<file path="src/rtl/pa_fpu.sv">
`default_nettype none
// Shared fpu types: operation codes, host-sequencer states and the fpu register map.
package pa_fpu;

  typedef enum logic [2:0] {
    FPU_OP_ADD = 3'd0,
    FPU_OP_SUB = 3'd1,
    FPU_OP_MUL = 3'd2,
    FPU_OP_DIV = 3'd3
  } e_fpu_op;

  typedef enum logic [3:0] {
    SEQ_IDLE     = 4'd0,
    SEQ_WR_A     = 4'd1,
    SEQ_WR_B     = 4'd2,
    SEQ_WR_OP    = 4'd3,
    SEQ_START    = 4'd4,
    SEQ_WAIT_END = 4'd5,
    SEQ_RD       = 4'd6,
    SEQ_RD_END   = 4'd7,
    SEQ_ACK      = 4'd8,
    SEQ_RSP      = 4'd9
  } e_fpu_seq_state;

  localparam logic [3:0] FPU_ADDR_A     = 4'd0;
  localparam logic [3:0] FPU_ADDR_B     = 4'd4;
  localparam logic [3:0] FPU_ADDR_OP    = 4'd8;
  localparam logic [3:0] FPU_ADDR_START = 4'd9;
  localparam logic [3:0] FPU_ADDR_RES   = 4'd9;

  localparam logic [7:0] FPU_START_CMD  = 8'h01;

endpackage
`default_nettype wire

</file>
<file path="src/rtl/fpu_bus_cycle.sv">
`default_nettype none
// Single-byte fpu register-bus engine: 3-clock write (setup/strobe/hold) or 2-clock read,
// repeated back to back for as long as go_i is held.
module fpu_bus_cycle (
  input  logic       clk,
  input  logic       arst_n,
  input  logic       go_i,
  input  logic       read_i,
  input  logic [3:0] addr_i,
  input  logic [7:0] wdata_i,
  output logic       done_o,
  output logic       capture_o,
  output logic [3:0] addr_o,
  output logic [7:0] wdata_o,
  output logic       wr_n_o,
  output logic       rd_n_o
);

  localparam logic [1:0] PH_SETUP  = 2'd0;
  localparam logic [1:0] PH_STROBE = 2'd1;
  localparam logic [1:0] PH_HOLD   = 2'd2;

  logic [1:0] phase_q, phase_d;

  always_comb begin
    capture_o = go_i & read_i & (phase_q == PH_STROBE);
    done_o    = go_i & (read_i ? (phase_q == PH_STROBE) : (phase_q == PH_HOLD));
    phase_d   = (go_i & ~done_o) ? phase_q + 2'd1 : PH_SETUP;
    wr_n_o    = ~(go_i & ~read_i & (phase_q == PH_STROBE));
    // rd stays low across every clock of a read so the fpu output never floats mid-byte.
    rd_n_o    = ~(go_i & read_i);
    addr_o    = go_i ? addr_i : 4'd0;
    wdata_o   = (go_i & ~read_i) ? wdata_i : 8'd0;
  end

  always_ff @(posedge clk or negedge arst_n) begin
    if (!arst_n) begin
      phase_q <= PH_SETUP;
    end else begin
      phase_q <= phase_d;
    end
  end

endmodule
`default_nettype wire

</file>
<file path="src/rtl/fpu_host_sequencer.sv">
`default_nettype none
// Host-side bus master for the fpu: takes one job on a valid/ready port, runs the register-bus
// write/start/wait/read/acknowledge sequence and returns the result or a timeout flag.
module fpu_host_sequencer
  import pa_fpu::*;
#(
  parameter int unsigned TIMEOUT_CYCLES = 4096
) (
  input  logic        clk,
  input  logic        arst_n,
  input  logic        req_valid,
  output logic        req_ready,
  input  logic [31:0] req_op_a,
  input  logic [31:0] req_op_b,
  input  e_fpu_op     req_op,
  output logic        rsp_valid,
  input  logic        rsp_ready,
  output logic [31:0] rsp_result,
  output logic        rsp_timeout,
  output logic [7:0]  databus_out,
  input  logic [7:0]  databus_in,
  output logic [3:0]  addr,
  output logic        cs,
  output logic        rd,
  output logic        wr,
  output logic        end_ack,
  input  logic        cmd_end,
  input  logic        busy
);

  localparam int unsigned TMO_W = (TIMEOUT_CYCLES > 1) ? $clog2(TIMEOUT_CYCLES) : 1;

  e_fpu_seq_state   state_q, state_d;
  logic [1:0]       byte_q, byte_d;
  logic [TMO_W-1:0] tmo_q, tmo_d;
  logic [31:0]      op_a_q, op_b_q;
  e_fpu_op          op_q;
  logic [31:0]      result_q, result_d;
  logic             timeout_q, timeout_d;
  logic             load;
  logic             tmo_expired;

  logic             bus_go, bus_read, bus_done, bus_capture;
  logic [3:0]       bus_addr;
  logic [7:0]       bus_wdata;

  assign tmo_expired = (TIMEOUT_CYCLES != 0) && (tmo_q == TMO_W'(TIMEOUT_CYCLES - 1));

  always_comb begin
    state_d   = state_q;
    byte_d    = byte_q;
    tmo_d     = tmo_q;
    result_d  = result_q;
    timeout_d = timeout_q;
    load      = 1'b0;
    bus_go    = 1'b0;
    bus_read  = 1'b0;
    bus_addr  = 4'd0;
    bus_wdata = 8'd0;
    cs        = 1'b1;
    end_ack   = 1'b0;
    req_ready = 1'b0;
    rsp_valid = 1'b0;

    case (state_q)
      SEQ_IDLE: begin
        // Gated with reset so the port reads not-ready while the block is held in reset.
        req_ready = ~busy & arst_n;
        if (req_valid && !busy) begin
          load      = 1'b1;
          result_d  = 32'd0;
          timeout_d = 1'b0;
          byte_d    = 2'd0;
          state_d   = SEQ_WR_A;
        end
      end
      SEQ_WR_A, SEQ_WR_B: begin
        bus_go    = 1'b1;
        cs        = 1'b0;
        bus_addr  = ((state_q == SEQ_WR_A) ? FPU_ADDR_A : FPU_ADDR_B) + {2'b00, byte_q};
        bus_wdata = (state_q == SEQ_WR_A) ? op_a_q[8*byte_q +: 8] : op_b_q[8*byte_q +: 8];
        if (bus_done) begin
          byte_d = byte_q + 2'd1;
          if (byte_q == 2'd3) state_d = (state_q == SEQ_WR_A) ? SEQ_WR_B : SEQ_WR_OP;
        end
      end
      SEQ_WR_OP: begin
        bus_go    = 1'b1;
        cs        = 1'b0;
        bus_addr  = FPU_ADDR_OP;
        bus_wdata = {5'd0, op_q};
        if (bus_done) state_d = SEQ_START;
      end
      SEQ_START: begin
        bus_go    = 1'b1;
        cs        = 1'b0;
        bus_addr  = FPU_ADDR_START;
        bus_wdata = FPU_START_CMD;
        if (bus_done) begin
          tmo_d   = '0;
          state_d = SEQ_WAIT_END;
        end
      end
      SEQ_WAIT_END: begin
        if (cmd_end) begin
          byte_d  = 2'd0;
          state_d = SEQ_RD;
        end else if (tmo_expired) begin
          timeout_d = 1'b1;
          result_d  = 32'd0;
          state_d   = SEQ_RSP;
        end else begin
          tmo_d = tmo_q + 1'b1;
        end
      end
      SEQ_RD: begin
        bus_go   = 1'b1;
        bus_read = 1'b1;
        cs       = 1'b0;
        bus_addr = FPU_ADDR_RES + {2'b00, byte_q};
        if (bus_capture) result_d[8*byte_q +: 8] = databus_in;
        if (bus_done) begin
          byte_d = byte_q + 2'd1;
          if (byte_q == 2'd3) state_d = SEQ_RD_END;
        end
      end
      SEQ_RD_END: begin
        cs      = 1'b0;
        tmo_d   = '0;
        state_d = SEQ_ACK;
      end
      SEQ_ACK: begin
        end_ack = 1'b1;
        if (!cmd_end) begin
          state_d = SEQ_RSP;
        end else if (tmo_expired) begin
          timeout_d = 1'b1;
          result_d  = 32'd0;
          state_d   = SEQ_RSP;
        end else begin
          tmo_d = tmo_q + 1'b1;
        end
      end
      SEQ_RSP: begin
        rsp_valid = 1'b1;
        if (rsp_ready) state_d = SEQ_IDLE;
      end
      default: state_d = SEQ_IDLE;
    endcase
  end

  always_ff @(posedge clk or negedge arst_n) begin
    if (!arst_n) begin
      state_q   <= SEQ_IDLE;
      byte_q    <= 2'd0;
      tmo_q     <= '0;
      op_a_q    <= 32'd0;
      op_b_q    <= 32'd0;
      op_q      <= FPU_OP_ADD;
      result_q  <= 32'd0;
      timeout_q <= 1'b0;
    end else begin
      state_q   <= state_d;
      byte_q    <= byte_d;
      tmo_q     <= tmo_d;
      result_q  <= result_d;
      timeout_q <= timeout_d;
      if (load) begin
        op_a_q <= req_op_a;
        op_b_q <= req_op_b;
        op_q   <= req_op;
      end
    end
  end

  assign rsp_result  = result_q;
  assign rsp_timeout = timeout_q;

  fpu_bus_cycle u_bus_cycle (
    .clk       (clk),
    .arst_n    (arst_n),
    .go_i      (bus_go),
    .read_i    (bus_read),
    .addr_i    (bus_addr),
    .wdata_i   (bus_wdata),
    .done_o    (bus_done),
    .capture_o (bus_capture),
    .addr_o    (addr),
    .wdata_o   (databus_out),
    .wr_n_o    (wr),
    .rd_n_o    (rd)
  );

endmodule
`default_nettype wire
</file>
<file path="config.mk">
export PLATFORM = sky130hd
export DESIGN_NAME = fpu_host_sequencer
export DESIGN_NICKNAME = d
export VERILOG_FILES = /design/src/rtl/pa_fpu.sv /design/src/rtl/fpu_bus_cycle.sv /design/src/rtl/fpu_host_sequencer.sv
export SDC_FILE = /design/constraint.sdc
export NUM_CORES = 1
export LEC_CHECK = 0
export ABC_AREA = 1
export BUFFER_PORTS_ARGS = -buffer_cell sky130_fd_sc_hd__buf_2
export CORE_MARGIN = 2
export CORE_UTILIZATION = 60
export DETAILED_ROUTE_END_ITERATION = 8
export GPL_TIMING_DRIVEN = 0
export MAX_ROUTING_LAYER = met4
export PLACE_DENSITY_LB_ADDON = 0.08
export SLEW_MARGIN = 40
export SYNTH_ARGS = -nofsm -noshare
export SYNTH_HDL_FRONTEND = slang
export SYNTH_SLANG_ARGS = --single-unit
</file>
<file path="constraint.sdc">
create_clock -name clk -period 4.3 [get_ports clk]
set_input_delay 0.86 -clock clk [delete_from_list [all_inputs] [get_ports clk]]
set_output_delay 0.86 -clock clk [all_outputs]
set_load 0.02 [all_outputs]
</file>
# ---- After elaboration in Yosys (flattened, before gate mapping)
# Cells that the tools add are included.
dict set report word_totals {
  word_cells 123
  out_inout_bits 51
  input_bits 81
  ff_bits 120
}
dict set report classes {
  n_eq_ne 26
  bitwise_logic 12
  n_reduce_logical 16
  shift 4
  mux 50
  add_sub_neg 6
}
# cell n
set ops {}
lappend ops {{2-to-1 mux 32 bit} 5}
lappend ops {{one-hot mux 32 bit (4 select lines)} 1}
lappend ops {{variable part select 32 x 6 -> 8 bit} 2}
lappend ops {{2-to-1 mux 12 bit} 4}
lappend ops {{2-to-1 mux 4 bit} 12}
lappend ops {{one-hot mux 12 bit (4 select lines)} 1}
lappend ops {{one-hot mux 4 bit (9 select lines)} 1}
lappend ops {{negation 5 -> 34 bit} 1}
lappend ops {{variable shift 8 x 34 -> 32 bit, first input constant} 1}
lappend ops {{variable part select 8 x 34 -> 32 bit} 1}
lappend ops {{bitwise mux 32 bit} 1}
lappend ops {{inequality test 2 bit, second input constant} 12}
lappend ops {{one-hot mux 8 bit (3 select lines)} 1}
lappend ops {{equality test 4 x 3 -> 1 bit, second input constant} 4}
lappend ops {{2-to-1 mux 8 bit} 2}
lappend ops {{one-hot mux 4 bit (4 select lines)} 1}
lappend ops {{2-to-1 mux 1 bit} 14}
lappend ops {{adder 12 x 1 -> 12 bit, second input constant} 1}
lappend ops {{equality test 12 bit, second input constant} 1}
lappend ops {{AND reduction 4 bit} 3}
lappend ops {{equality test 4 x 2 -> 1 bit, second input constant} 2}
lappend ops {{equality test 4 bit, second input constant} 2}
lappend ops {{2-to-1 mux 2 bit} 4}
lappend ops {{AND reduction 8 bit} 1}
lappend ops {{other kinds (22)} 36}

# ---- Depth between registers and ports, before layout
# Gate-level depths: netlist of run 1.
dict set report depth {
  depth_word 7
  mapped_depth 11
  depth_no_buf 10
}

# ---- Cells and area by module
# Synthesis of run 1 repeated with hierarchy kept, for this count alone.
dict set report hier_totals {
  cells_unflattened 903
  hier_area_um2 6432.4
}
# module seq_area_each_um2 instances cells_each area_each_um2
set modules_own_cells {}
lappend modules_own_cells {fpu_host_sequencer 2952.8 1 859 6164.7}
lappend modules_own_cells {fpu_bus_cycle 50.0 1 44 267.8}

# ---- Worst setup path before layout of run 1
# Ideal clock, no wire load.
dict set report synth_timing {
  path_kind {register to output}
  from {register byte_q[0]}
  to {output addr[1]}
  t_arrival_ns 1.615
  stages_incl_launch_ff 7
  n_path_buf 2
  required_time_ns 3.440
  path_slack_ns 1.825
  path_cell_list {dfrtp_1 -> buf_2 -> inv_1 -> clkbuf_1 -> ha_1 -> inv_1 -> o22ai_1}
}
dict set report synth_via {
  elab_chain_len 3
  elab_cells_between_ends 4
  cone_classes {add/sub (2); mux (2)}
}
# item line
set synth_lines {}
lappend synth_lines {{from (decl)} fpu_host_sequencer.sv:34} ;# logic [1:0] byte_q, byte_d;
lappend synth_lines {{from (signal assigned)} fpu_host_sequencer.sv:164} ;# byte_q <= byte_d;
lappend synth_lines {{adder 4 x 2 -> 4 bit / adder 3 x 2 -> 4 bit (equally long branches)} {fpu_host_sequencer.sv:120, fpu_host_sequencer.sv:80}}
lappend synth_lines {{one-hot mux 4 bit (4 select lines) (*)} fpu_host_sequencer.sv:65} ;# case (state_q)
lappend synth_lines {{2-to-1 mux 4 bit (*)} fpu_bus_cycle.sv:32} ;# addr_o = go_i ? addr_i : 4'd0;
lappend synth_lines {{to (decl)} fpu_host_sequencer.sv:22} ;# output logic [3:0] addr,
# Every way passes the cells marked *; elsewhere a longest branch is shown, timed or not.

# ---- Final worst setup path of run 1
# Same ends and word-level chain as after synthesis.

==> results of run 1 <==
==> sequential cells by signal, indices dropped and copies added, names as in the netlist <==
| signal | cells |
|---|---|
| op_q | 3 |
| tmo_q | 12 |
| rsp_result | 32 |
| byte_q | 2 |
| u_bus_cycle.phase_q | 2 |
| rsp_timeout | 1 |
| op_a_q | 32 |
| state_q | 4 |
| op_b_q | 32 |
==> per-layer routing <==
layer	global-route usage, %	share of wire (%)	vias up
li1	-	-	3160
met1	39.6	44	2931
met2	52.5	50	182
met3	5.85	5.0	25
met4	11.2	1.8	0
met5	-	0	-
==> placed cells by master, fill, tap and decap left out, types with 7 or more instances in the layout <==
cell type / n
nor2_1: 93
nand2_2: 8
nand4_1: 37
nor3_1: 10
buf_2: 139
o21ai_1: 13
nand2_1: 392
nor2_4: 7
nand3_1: 54
ha_1: 7
buf_4: 10
o21ai_0: 31
clkbuf_16: 16
dfrtp_1: 120
clkbuf_1: 14
inv_2: 7
inv_1: 61
==> power breakdown <==
part	switching [mW]	internal (mW)	total [mW]
clock	0.536	0.961	1.50
sequential	0.177	1.47	1.64
combinational	1.57	0.720	2.29
total	2.28	3.15	5.43
==> cells by family after synthesis <==
| family | after synthesis | synth area share [%] |
|---|---|---|
| AND/OR/NAND/NOR | 613 | 40.6 |
| flip-flops | 120 | 45.8 |
| XOR/XNOR | 7 | 0.935 |
| AO/OA/AOI/OAI | 52 | 4.12 |
| buffers and inverters | 106 | 7.16 |
| adder cells (fa/ha/maj) | 7 | 1.34 |
==> worst max-delay path, stage by stage, from the launching register on <==
cell	delay [ps]
dfrtp_1	400
buf_2	200
inv_1	120
clkbuf_1	490
ha_1	390
inv_1	90
o22ai_1	80
buf_2	190
==> area by class of cell <==
type	instances	area, um^2
Timing Repair Buffer	132	693
Clock buffer	18	428
Sequential cell	120	3000
Multi-Input combinational cell	679	3080
Fill cell	879	2700
Clock inverter	13	193
Buffer	37	210
Tap cell	140	175
Inverter	69	259
==> worst paths after layout <==
kind / slack [ps] / start / to / cells after the start
setup / recovery: 950 / byte_q[0] / addr[1] / 7
setup reg to reg: 1720 / byte_q[0] / rsp_result[5] / 9
hold / removal: 210 / arst_n / tmo_q[6] / 1
hold reg to reg: 460 / rsp_result[29] / rsp_result[29] / 2
max in group asynchronous: 3430 / arst_n / op_b_q[10] / 2
min in group clk: 460 / rsp_result[29] / rsp_result[29] / 2
==> qor.yml, run 1 <==
place_congestion: 0.934
wl_per_cell_um: 14.1
crit_path_max_fanout: 11
final_util_pct: 74.9
setup_violations: 0
worst_skew_pair.late_latency_ps: 530
grt_usage_pct: 31.9
syn_to_final_growth_pct: 22.7
synth-main-ff-cell: "dfrtp_1"
dp_hpwl_mm: 12.4
initial_core_util_pct: 61.0
max_freq_ghz: 0.298
htree_num_levels: 4
required_ps: 3440
num_antenna_cells: 0
io-pin-count: 132
syn_inst: 905
status: "completed"
hold_path_class: "input port to asynchronous set/reset pin"
power_density_nw_per_um2: 674
die_w_um: 109
rsz0062_at_grt: "no"
ys_async_sr_fraction_pct: 100
whs_ps: 212
endpoint_kind: "output pin"
grt_pass1_wl_mm: 28.4
placement.cell_area_um2: 7420
syn-cell-area_um2: 6560
fin_area_um2: 8040
grt_overflow: 0
cts_buffers: 17
crit_type: "flop to output pin"
hold_buffers: 0
grt_pass1_vias: 6116
finalPower_mw: 5.43
die_h_um: 109
cts_max_path_buffers: 2
antenna_found_initial: 0
core_area_um2: 10700
fin_nets: 1144
synth.most_common_cell: "nand2_1"
dp_cells: 1177
first_pass_iters: 5
vias: 6298
ys_top_cells_by_area: "dfrtp_1 (46%), nand2_1 (22%), nor2_1 (5.3%)"
arrival_ps: 2490
start_kind: "flop"
p_leak_nw: 4.37
drtIter0Drc: 471
cts_setup_buffers: 0
timing.setup.tns_ps: 0
routed_via_density: 5.21
cts_tree: "built"
routed_wl_mm: 17.0
fin_worst_skew_ps: 8.90
root_buffer: "clkbuf_8"
drive_above_1_share_pct: 20.3
clk_pin_slew_ps: 60
yosys-top-cells-count: "nand2_1 (392), dfrtp_1 (120), nor2_1 (93)"
slew_viol_final: 0
slew_headroom_pct: 58.9
fin_crit_ps: 3350
final-hold-violation-count: 0
yosysWarnings: 0
fp.dieArea_um2: 11800
setup_ws_ps: 945
post-place-ws_ps: 1510
synth_cell_types: 30
final_cells: 1208
worstMarginPinSlew_ps: 616
synth_edf_count: 0
ys_seq_area_share_pct: 45.8
cts_resized: 0
final_antenna_net_count: 0
grt_max_degree: 79
clock_sinks: 120
drv_cap: 0
io_buffers: 131
synth_top_area_share_pct: 45.8
synth_top_area_cell: "dfrtp_1"
postSynthAreaPerCell_um2: 7.24
vdd_drop_max_mv: 0.514
row_count: 38
synth.net_count: 993
ys_ff_latch: 120
post-route-period-util_pct: 78.0
route.detailed.drc: 0
No activity file was read; power rests on OpenSTA's default activity.
==> run 2, diff against run 1 <==
--- a/config.mk
+++ b/config.mk
@@ -8,7 +8,7 @@
 export ABC_AREA = 1
 export BUFFER_PORTS_ARGS = -buffer_cell sky130_fd_sc_hd__buf_2
 export CORE_MARGIN = 2
-export CORE_UTILIZATION = 60
+export CORE_UTILIZATION = 56
 export DETAILED_ROUTE_END_ITERATION = 8
 export GPL_TIMING_DRIVEN = 0
 export MAX_ROUTING_LAYER = met4
==> constraint.sdc (replaced) <==
create_clock -name clk -period 3.3 [get_ports clk]
set_input_delay 0.66 -clock clk [delete_from_list [all_inputs] [get_ports clk]]
set_output_delay 0.66 -clock clk [all_outputs]
set_load 0.02 [all_outputs]
==> run 2 against run 1 <==
First-iteration DRC count shrank 3.4%. Setup slack lost 720 ps. Highest routed layer unchanged. Sequential cell count did not move. Largest cell class unchanged. Sequential power is 30% higher.
==> qor.yml, run 2 (same netlist as run 1, synthesis figures left out) <==
syn_to_final_growth_pct: 23.1  # was 22.7%
grt_usage_pct: 29.1  # was 31.9%
start_kind: "flop"  # unchanged
fin_crit_ps: 3070
slew_headroom_pct: 58.5  # was 58.9%
htree_num_levels: 4  # unchanged
final_util_pct: 70.6  # was 74.9%
num_antenna_cells: 0  # unchanged
route.detailed.drc: 0  # unchanged
crit_path_max_fanout: 11  # unchanged
grt_pass1_wl_mm: 28.4  # about the same
cts_tree: "built"  # unchanged
cts_setup_buffers: 0  # unchanged
clk_pin_slew_ps: 50  # was 60 ps
final-hold-violation-count: 0  # unchanged
crit_type: "flop to output pin"  # unchanged
cts_buffers: 17  # unchanged
arrival_ps: 2410  # was 2490 ps
clock_sinks: 120  # unchanged
setup_violations: 0  # unchanged
io_buffers: 131  # unchanged
status: "completed"  # unchanged
fin_nets: 1144  # unchanged
vias: 6274  # was 6298
finalPower_mw: 7.09  # was 5.43 mW
antenna_found_initial: 0  # unchanged
grt_pass1_vias: 5916  # was 6116
setup_ws_ps: 229  # was 945 ps
first_pass_iters: 5  # unchanged
die_w_um: 112  # was 109 um
worst_skew_pair.late_latency_ps: 420  # was 530 ps
routed_wl_mm: 16.9  # was 17.0 mm
initial_core_util_pct: 57.4  # was 61.0%
grt_overflow: 0  # unchanged
p_leak_nw: 4.37  # about the same
core_area_um2: 11400  # was 10700 um^2
row_count: 39  # was 38
slew_viol_final: 0  # unchanged
dp_hpwl_mm: 12.4  # about the same
vdd_drop_max_mv: 0.707  # was 0.514 mV
drive_above_1_share_pct: 20.3  # about the same
post-route-period-util_pct: 93.1
drtIter0Drc: 455  # was 471
die_h_um: 112  # was 109 um
io-pin-count: 132  # unchanged
root_buffer: "clkbuf_16"  # was clkbuf_8
hold_buffers: 0  # unchanged
power_density_nw_per_um2: 878  # was 674 nW/um^2
cts_max_path_buffers: 2  # unchanged
grt_max_degree: 72  # was 79
drv_cap: 0  # unchanged
worstMarginPinSlew_ps: 623  # was 616 ps
hold_path_class: "input port to asynchronous set/reset pin"  # unchanged
layout_commonest_cell: "nand2_1"  # unchanged
max_freq_ghz: 0.326
place_congestion: 0.925  # was 0.934
final_antenna_net_count: 0  # unchanged
timing.setup.tns_ps: 0  # unchanged
wl_per_cell_um: 13.9  # was 14.1 um
routed_via_density: 5.18  # was 5.21
rsz0062_at_grt: "no"  # unchanged
endpoint_kind: "output pin"  # unchanged
fin_worst_skew_ps: 6.88  # was 8.90 ps
fp.dieArea_um2: 12600  # was 11800 um^2
final_cell_mix: "nand2_1 (392), buf_2 (139), dfrtp_1 (120), nor2_1 (93), inv_1 (61)"  # unchanged
required_ps: 2640  # was 3440 ps
cts_resized: 0  # unchanged
post-place-ws_ps: 661  # was 1510 ps
run 2: cell count changes in the layout (fill, tap and decap cells not counted), sizes merged:
cell / delta
clkinv: -1
clkinvlp: +2
clkbuf: +3
inv: -3
run 2: area by class of cell:
type / instances / area [um^2]
timing repair buffer: 132 / 693
multi-input combinational: 679 / 3080
clock inverter: 11 / 169
fill: 1008 / 3350
buffer: 37 / 210
clock buffer: 21 / 470
sequential: 120 / 3000
inverter: 69 / 259
tap: 143 / 179
run 2: stage by stage:
stage	hold slack [ps]	std cells	area [um^2]
floorplan	364	905	6560
global placement	449	1179	7390
detailed placement	454	1180	7430
CTS	152	1212	8070
global route	163	1212	8070
finish	142	1212	8070
run 2: final timing paths:
path | from | endpoint | slack, ps | cells after the start
worst max-delay path | byte_q[0] | addr[1] | 230 | 7
worst min-delay path | arst_n | tmo_q[4] | 140 | 1
worst max register to register | byte_q[0] | rsp_result[0] | 700 | 10
worst min register to register | rsp_result[17] | rsp_result[17] | 460 | 2
max in group asynchronous | arst_n | rsp_result[26] | 2490 | 2
min in group clk | req_op_b[10] | op_b_q[10] | 440 | 3
run 2: worst max-delay path: stages, from the launching register on:
cell and delay, ps:
dfrtp_1 400, buf_2 200, inv_1 130, clkbuf_1 500
ha_1 390, inv_1 90, o22ai_1 80, buf_2 190
run 2: where the power goes:
part           leakage [nW]  switching (mW)  internal, mW  total, mW
clock                 0.302           0.660          1.32       1.98
sequential             1.56           0.228          1.91       2.14
combinational          2.50            2.03         0.937       2.96
run 2: routing by layer:
metal | up-vias | global-route usage (%) | share of wire [%]
met5 | - | - | 0
met4 | 0 | 8.46 | 1.7
met3 | 25 | 6.43 | 5.1
met2 | 193 | 47.3 | 49
met1 | 2903 | 37.0 | 45
li1 | 3153 | - | -
==> run 3, diff against run 2 <==
==> constraint.sdc (replaced) <==
create_clock -name clk -period 3.1 [get_ports clk]
set_input_delay 0.62 -clock clk [delete_from_list [all_inputs] [get_ports clk]]
set_output_delay 0.62 -clock clk [all_outputs]
set_load 0.02 [all_outputs]
==> run 3 against run 2 <==
Die area unchanged. Sequential share of layout area is essentially flat. Routed wire length about the same.
==> qor.yml, run 3 (same netlist as run 1, synthesis figures left out) <==
dr_wl_met2_mm: 8.22  # about the same
antenna_found_initial: 0  # unchanged
wl_met1_mm: 7.52  # about the same
fill_cells: 1007  # was 1008
crit_buf_inv: 4  # was 5
grt_overflow: 0  # unchanged
layout_commonest_cell: "nand2_1"  # unchanged
clock_sinks: 120  # unchanged
cts_max_path_buffers: 2  # unchanged
post-route-period-util_pct: 95.9
num_antenna_cells: 0  # unchanged
grt_usage_pct: 29.1  # unchanged
first_pass_iters: 5  # unchanged
post-place-ws_ps: 501  # was 661 ps
wl_per_cell_um: 13.9  # about the same
root_buffer: "clkbuf_16"  # unchanged
row_count: 39  # unchanged
critical_path.startpoint: "state_q[0]"  # was byte_q[0]
crit_path_max_fanout: 10  # was 11
cts_buffers: 17  # unchanged
initial_core_util_pct: 57.4  # unchanged
final_antenna_net_count: 0  # unchanged
worstMarginPinSlew_ps: 552  # was 623 ps
r2r_slack_ps: 750  # was 700 ps
syn_to_final_growth_pct: 23.1  # about the same
finalPower_mw: 7.55  # was 7.09 mW
place_congestion: 0.925  # unchanged
max_freq_ghz: 0.336
die_w_um: 112  # unchanged
fin_crit_ps: 2970
required_ps: 2480  # was 2640 ps
worst_skew_pair.late_latency_ps: 420  # about the same
seq_area_um2: 3000  # unchanged
clk_pin_slew_ps: 60  # was 50 ps
htree_num_levels: 4  # unchanged
final_cell_mix: "nand2_1 (392), buf_2 (139), dfrtp_1 (120), nor2_1 (93), inv_1 (61)"  # unchanged
route.detailed.drc: 0  # unchanged
grt_pass1_wl_mm: 28.4  # unchanged
dp_hpwl_mm: 12.4  # unchanged
slew_viol_final: 0  # unchanged
cp_top_family: "buffers and inverters"  # unchanged
core_area_um2: 11400  # unchanged
fin_worst_skew_ps: 6.81  # was 6.88 ps
arrival_ps: 2350  # was 2410 ps
final_util_pct: 70.7  # was 70.6%
drive_above_1_share_pct: 20.4  # was 20.3%
crit_type: "flop to output pin"  # unchanged
status: "completed"  # unchanged
grt_pass1_vias: 5916  # unchanged
multi_input_area_um2: 3080  # unchanged
highest_layer: "met4"  # unchanged
dr_wl_met3_um: 855  # was 854 um
drv_cap: 0  # unchanged
vdd_drop_max_mv: 0.752  # was 0.707 mV
vias: 6273  # was 6274
start_kind: "flop"  # unchanged
slew_headroom_pct: 63.0  # was 58.5%
final-hold-violation-count: 0  # unchanged
io-pin-count: 132  # unchanged
p_leak_nw: 4.37  # about the same
endpoint_kind: "output pin"  # unchanged
hold_path_class: "input port to asynchronous set/reset pin"  # unchanged
power_density_nw_per_um2: 935  # was 878 nW/um^2
crit_path_top_delay_cell: "dfrtp_1"  # was clkbuf_1
routed_wl_mm: 16.9  # about the same
setup_violations: 0  # unchanged
setup_ws_ps: 127  # was 229 ps
grt_max_degree: 72  # unchanged
crit_chain: "inv_2, nor2_4, nand2_2, inv_2, buf_4, nand2_1, nand3_1, o21ai_1, nand2_1, nand3_1, buf_2"  # was buf_2, inv_1, clkbuf_1, ha_1, inv_1, o22ai_1, buf_2
die_h_um: 112  # unchanged
io_buffers: 131  # unchanged
fin_area_um2: 8070  # about the same
rsz0062_at_grt: "no"  # unchanged
routed_via_density: 5.18  # about the same
fin_nets: 1144  # unchanged
drtIter0Drc: 455  # unchanged
fp.dieArea_um2: 12600  # unchanged
cts_tree: "built"  # unchanged
placement.cell_area_um2: 7430  # unchanged
max_stage_delay_ps: 540  # was 500 ps
r2r_start: "byte_q[0]"  # unchanged
## run 3: cell count changes in the layout (fill, tap and decap cells not counted)
cell | previous run | this run
clkbuf_2 | 0 | 1
clkbuf_1 | 15 | 14
## run 3: cell type report
class | instances | area share [%]
multi-input cells | 679 | 38.2
plain buffers | 37 | 2.62
clock buffers | 21 | 5.83
clock inverters | 11 | 2.09
repair buffers | 132 | 8.59
flip-flops and latches | 120 | 37.2
well taps | 143 | 2.22
inverters | 69 | 3.21
## run 3: per-layer routing
layer  track usage (%)  vias to the layer above
met5                 -                        -
met4              8.46                        0
met3              6.43                       25
met2              47.3                      189
met1              37.0                     2904
li1                  -                     3155
## run 3: report_power, final
part	leakage, nW	switching (mW)	internal, mW
combinational	2.51	2.16	0.998
sequential	1.56	0.243	2.03
clock	0.302	0.704	1.41
total	4.37	3.11	4.44
## run 3: worst paths after layout
path	endpoint	cells past startpoint
setup reg to reg	rsp_result[0]	10
max in group asynchronous	rsp_result[26]	2
hold reg to reg	rsp_result[17]	2
hold / removal	tmo_q[4]	1
setup / recovery	databus_out[0]	11
min in group clk	op_b_q[10]	3
## run 3: per-stage QoR
step,TNS [ps],hold WS (ps),instances
after CTS,0,112,1212
final,0,101,1212
after global placement,-4680,449,1179
after floorplan,0,324,905
after global routing,0,123,1212
after detailed placement,0,454,1180
## run 3: timing repair
item | CTS | global route
endpoints found under the hold margin | 0 | 0
setup buffers | 0 | 0
endpoints found under the setup margin | 0 | 1
hold buffers | 0 | 0
resized for setup | 0 | 2
